==> src/rtl/mem_wb_load_ext.sv <==
// mem_wb_load_ext: MEM->WB pipeline register with load-data extraction.
// Captures the M-stage slot, then extracts, sign- or zero-extends and
// selects the writeback data from registered fields only. It also keeps a
// count of retired instructions.
// Optional feature: define LOAD_ALIGN_CHECK_EN to flag misaligned lw/lh/lhu
// in addr_err_W and suppress their register write. Without the macro,
// addr_err_W is tied to 0.
module mem_wb_load_ext (
  input  logic        clk,
  input  logic        reset,
  input  logic        stall,
  input  logic        flush,
  input  logic        valid_M,
  input  logic [2:0]  ltype_M,
  input  logic [31:0] dmdata_M,
  input  logic [31:0] addr_M,
  input  logic [31:0] alu_M,
  input  logic        RegWrite_M,
  input  logic [4:0]  A3_M,
  input  logic [31:0] PC8_M,
  output logic [31:0] RD_W,
  output logic [4:0]  A3_W,
  output logic        RegWrite_W,
  output logic [31:0] PC8_W,
  output logic        valid_W,
  output logic        addr_err_W,
  output logic [31:0] retired_W
);

  localparam logic [2:0] LT_LW   = 3'd0;
  localparam logic [2:0] LT_LH   = 3'd1;
  localparam logic [2:0] LT_LHU  = 3'd2;
  localparam logic [2:0] LT_LB   = 3'd3;
  localparam logic [2:0] LT_LBU  = 3'd4;
  localparam logic [2:0] LT_RSV5 = 3'd5;
  localparam logic [2:0] LT_RSV6 = 3'd6;
  localparam logic [2:0] LT_NONE = 3'd7;

  logic        valid_q;
  logic [2:0]  ltype_q;
  logic [31:0] dmdata_q;
  logic [1:0]  addr_lo_q;
  logic [31:0] alu_q;
  logic        regwrite_q;
  logic [4:0]  a3_q;
  logic [31:0] pc8_q;
  logic [31:0] retired_q;
  logic        addr_err;

  // Only the byte offset of the address matters once the word is read.
  logic unused_addr_hi;
  assign unused_addr_hi = ^addr_M[31:2];

  // W-stage register bank: reset > flush > stall > capture.
  // NOTE: sequential state uses non-blocking (<=) so that every register
  // samples the pre-edge values, independent of statement order.
  always_ff @(posedge clk) begin
    if (reset || flush) begin
      valid_q    <= 1'b0;
      ltype_q    <= LT_NONE;
      dmdata_q   <= 32'd0;
      addr_lo_q  <= 2'd0;
      alu_q      <= 32'd0;
      regwrite_q <= 1'b0;
      a3_q       <= 5'd0;
      pc8_q      <= 32'd0;
    end else if (!stall) begin
      valid_q    <= valid_M;
      ltype_q    <= ltype_M;
      dmdata_q   <= dmdata_M;
      addr_lo_q  <= addr_M[1:0];
      alu_q      <= alu_M;
      regwrite_q <= RegWrite_M;
      a3_q       <= A3_M;
      pc8_q      <= PC8_M;
    end
  end

  // Retired counter: counts real instructions captured into W and wraps.
  // A flush leaves the count unchanged.
  always_ff @(posedge clk) begin
    if (reset) begin
      retired_q <= 32'd0;
    end else if (!flush && !stall && valid_M) begin
      retired_q <= retired_q + 32'd1;
    end
  end

`ifdef LOAD_ALIGN_CHECK_EN
  logic misalign_M;
  logic addr_err_q;

  // Misalignment detect on the incoming slot: lw needs offset 0, and
  // lh/lhu need an even offset.
  always_comb begin
    misalign_M = 1'b0;
    if (valid_M) begin
      if (ltype_M == LT_LW) begin
        misalign_M = (addr_M[1:0] != 2'd0);
      end else if (ltype_M == LT_LH || ltype_M == LT_LHU) begin
        misalign_M = addr_M[0];
      end
    end
  end

  // Registered error flag, following the same priority as the W bank.
  always_ff @(posedge clk) begin
    if (reset || flush) begin
      addr_err_q <= 1'b0;
    end else if (!stall) begin
      addr_err_q <= misalign_M;
    end
  end

  assign addr_err = addr_err_q;
`else
  assign addr_err = 1'b0;
`endif

  // Load extraction from registered fields only. No M-stage input reaches
  // an output combinationally.
  // NOTE: every always_comb output gets a default first, so no path can
  // leave it unassigned and infer a latch.
  always_comb begin
    logic [15:0] half;
    logic [7:0]  byte_sel;
    half     = addr_lo_q[1] ? dmdata_q[31:16] : dmdata_q[15:0];
    byte_sel = dmdata_q[7:0];
    case (addr_lo_q)
      2'd0: byte_sel = dmdata_q[7:0];
      2'd1: byte_sel = dmdata_q[15:8];
      2'd2: byte_sel = dmdata_q[23:16];
      2'd3: byte_sel = dmdata_q[31:24];
      default: byte_sel = dmdata_q[7:0];
    endcase
    RD_W = alu_q;
    case (ltype_q)
      LT_LW:   RD_W = dmdata_q;
      LT_LH:   RD_W = {{16{half[15]}}, half};
      LT_LHU:  RD_W = {16'd0, half};
      LT_LB:   RD_W = {{24{byte_sel[7]}}, byte_sel};
      LT_LBU:  RD_W = {24'd0, byte_sel};
      LT_RSV5: RD_W = dmdata_q;
      LT_RSV6: RD_W = dmdata_q;
      default: RD_W = alu_q;
    endcase
  end

  // Reserved load types never write the register file.
  assign RegWrite_W = regwrite_q && valid_q && !addr_err &&
                      (ltype_q != LT_RSV5) && (ltype_q != LT_RSV6);
  assign A3_W       = a3_q;
  assign PC8_W      = pc8_q;
  assign valid_W    = valid_q;
  assign addr_err_W = addr_err;
  assign retired_W  = retired_q;

endmodule

==> config.mk <==
export PLATFORM = sky130hd
export DESIGN_NAME = mem_wb_load_ext
export DESIGN_NICKNAME = d
export VERILOG_FILES = /design/src/rtl/mem_wb_load_ext.sv
export SDC_FILE = /design/constraint.sdc
export NUM_CORES = 1
export LEC_CHECK = 0
export CAP_MARGIN = 20
export CORE_UTILIZATION = 35
export DETAILED_ROUTE_END_ITERATION = 16
export PLACE_DENSITY = 0.68
export SLEW_MARGIN = 20
export SYNTH_ARGS = -nofsm -noshare
export SYNTH_HDL_FRONTEND = slang
export SYNTH_SLANG_ARGS = --single-unit
==> constraint.sdc <==
create_clock -name clk -period 2.15 [get_ports clk]
set_clock_uncertainty 0.05 [all_clocks]
set_input_delay 0.5375 -clock clk [delete_from_list [all_inputs] [get_ports clk]]
set_output_delay 0.5375 -clock clk [all_outputs]
set_load 0.01 [all_outputs]
==> impl_metrics.tcl <==
set metrics [dict create \
    status "finished, violations left" \
    violations "setup timing" \
    maxSlewHeadroom 0.4378 \
    slowest_delay_ns 0.55 \
    synth_area_per_cell_sq_um 9.058 \
    grt.overflow.total 0 \
    rsz0062_at_grt "yes" \
    slowest_stage "mux4_2" \
    wirelength_mm 21.63 \
    place_congestion 0.8551 \
    ir_worst_vdd_uv 557.8 \
    endpoint_kind "output port" \
    h-tree-depth 4 \
    fin_crit_sh 1.265 \
    root_buffer "clkbuf_16" \
    grt_pass1_wl_mm 34.07 \
    leakage_uw 0.004448 \
    crit_fanout 8 \
    rows 50 \
    cp_data_arrival_time_ns 2.13 \
    routed.top_layer "met5" \
    path_clk_slew_ns 0.06 \
    synth_top_cell_area_share 0.4210 \
    fillCellCount 1657 \
    dieWidth_um 139.9 \
    ant_nets 0 \
    reg2reg_slack_ns 0.16 \
    met3_length_mm 1.276 \
    seq_area_frac_synth 0.4210 \
    post-dp-hpwl_mm 15.02 \
    ys_ff_latch 140 \
    synth_edf_count 0 \
    synthCells 735 \
    cts_made_buffers 17 \
    syn_area_sq_um 6658 \
    final_core_util 0.5799 \
    grt_pass1_vias 6391 \
    die_area_sq_um 19580 \
    antenna_found_initial 3 \
    yosysUniqueCellTypes 55 \
    area_delta_synth_final_pct 62.92 \
    start_util 0.3559 \
    cts.sinks 140 \
    hold_path.class "reg -> reg" \
    slew_violations 0 \
    vias 6650 \
    critPathKind "reg -> out" \
    yosysTopAreaCell "dfxtp_1" \
    cpMostUsedCell "buf_12" \
    core_area_sq_um 18710 \
    dp_slack_ns -0.5726 \
    drt-met1-wl_mm 9.802 \
    cts_tree "built" \
    nNetsFinal 1184 \
    route.met2.wl_mm 10.03 \
    startpoint_type "flip-flop" \
    clock_latency_ns 0.43 \
    maxCapViolations 0 \
    fin_ws_ns -0.5697 \
    layout_commonest_cell "clkdlybuf4s50_1" \
    hold_violations 0 \
    worstMarginPinSlew_ns 0.8433 \
    routed_via_density 5.159 \
    syn-num-nets 878 \
    synth_area_leaders "dfxtp_1 (42%), mux2i_1 (18%), nor2_1 (8.9%)" \
    final_layout_size_suffix_gt1_frac 0.2676 \
    post_dp_cell_area_sq_um 9744 \
    ios 246 \
    drt_pass1_iterations 5 \
    grt_start_max_net_pins 109 \
    drt_iter0_drc 383 \
    power_density_nw_per_um2 625.6 \
    grt.total_usage 0.2207 \
    fin_area_sq_um 10850 \
    critical_path.top_delay_family "multiplexers" \
    path_buf_inv 3 \
    required_ns 1.56 \
    portBuffers 214 \
    clockBufferDepth 2 \
    synthFlopType "dfxtp_1" \
    max_freq_ghz 0.3677 \
    crit_chain "mux4_2 > a221oi_4 > buf_12 > buf_12 > a211oi_2 > buf_2" \
    die_y_um 139.9 \
    drc 0 \
    mostFrequentLayoutCells "clkdlybuf4s50_1 (180), nor2_1 (156), dfxtp_1 (133)" \
    wire_per_inst_um 16.78 \
    setup_viol 32 \
    async_reset_ff_frac 0 \
    yosysWarnings 0 \
    power_uw 6786 \
    finalCriticalPeriod_ns 2.720 \
]
==> logic make-up (layout without fill, tap and decap cells) <==
group | Yosys count | after routing | share of synthesized area
XOR/XNOR | 14 | 14 | 0.01842
multiplexers | 133 | 133 | 0.2097
flip-flops | 140 | 140 | 0.4210
buffers and inverters | 66 | 385 | 0.03928
other | 1 | 2 | 0.0005633
adder cells (fa/ha/maj) | 3 | 3 | 0.004886
AO/OA/AOI/OAI | 114 | 114 | 0.1193
AND/OR/NAND/NOR | 264 | 264 | 0.1868
==> area by class of cell <==
| type | count | area (sq um) | share of cell area |
|---|---|---|---|
| Sequential cell | 140 | 2821 | 0.2601 |
| Tap cell | 234 | 292.8 | 0.02699 |
| Clock buffer | 17 | 425.4 | 0.03922 |
| Multi-Input combinational cell | 529 | 3964 | 0.3654 |
| Inverter | 9 | 37.54 | 0.003461 |
| Timing Repair Buffer | 344 | 3128 | 0.2884 |
| Clock inverter | 15 | 175.2 | 0.01615 |
| Antenna cell | 1 | 2.502 | 0.0002307 |
==> metal layers <==
metal | GRT usage | up-vias
met1 | 0.2882 | 3163
met2 | 0.3484 | 185
met3 | 0.06085 | 39
met5 | 0 | -
met4 | 0.07866 | 2
li1 | - | 3261
==> sequential cells by signal, summed over array words and instances, names as in the netlist <==
register and cells:
dmdata_q 32, ltype_q 3, valid_W 1, regwrite_q 1, PC8_W 32, A3_W 5, addr_lo_q 2, alu_q 32
retired_W 32
==> power by group <==
group | switching, uW | total [uW] | internal (uW)
logic | 450 | 1030 | 583
clock network | 1290 | 3040 | 1750
registers | 55.2 | 2710 | 2660
==> path summary, 6_finish.rpt <==
path,depth (start not counted),from,end
setup / recovery,6,addr_lo_q[0],RD_W[22]
setup reg to reg,5,retired_W[7],retired_W[19]
hold / removal,2,PC8_W[31],PC8_W[31]
hold reg to reg,2,PC8_W[31],PC8_W[31]
==> metrics by stage <==
stage,TNS [ns],std cells,hold slack [ns]
global route,-18.00,1288,0.4701
finish,-15.55,1289,0.4450
floorplan,0,735,0.4123
detailed placement,-20.98,1231,0.4350
global placement,-20.63,1231,0.4229
CTS,-15.70,1284,0.4511
==> Yosys cell counts (all sizes together), types with 10 or more instances <==
cell type,n
mux2i,117
mux2,12
a211oi,16
or4,10
o22ai,15
a21oi,24
nand2,21
o21ai,10
nand4,14
buf,28
dfxtp,140
nor2,157
clkbuf,29
nand3,11
==> worst reg2reg max path, cell delays in order, from the launching register on <==
cell,delay (ns)
dfxtp_1,0.41
and4_1,0.28
nand4_1,0.28
buf_4,0.28
or4_1,0.46
a21oi_1,0.15
==> repair_timing <==
item | 4_1_cts | 5_1_grt
pin swaps | 9 | 6
setup endpoints to repair | 36 | 41
gates resized for setup | 214 | 27
setup buffers | 21 | 5
hold buffers | 0 | 0
Power figures use the tool's default switching activity.
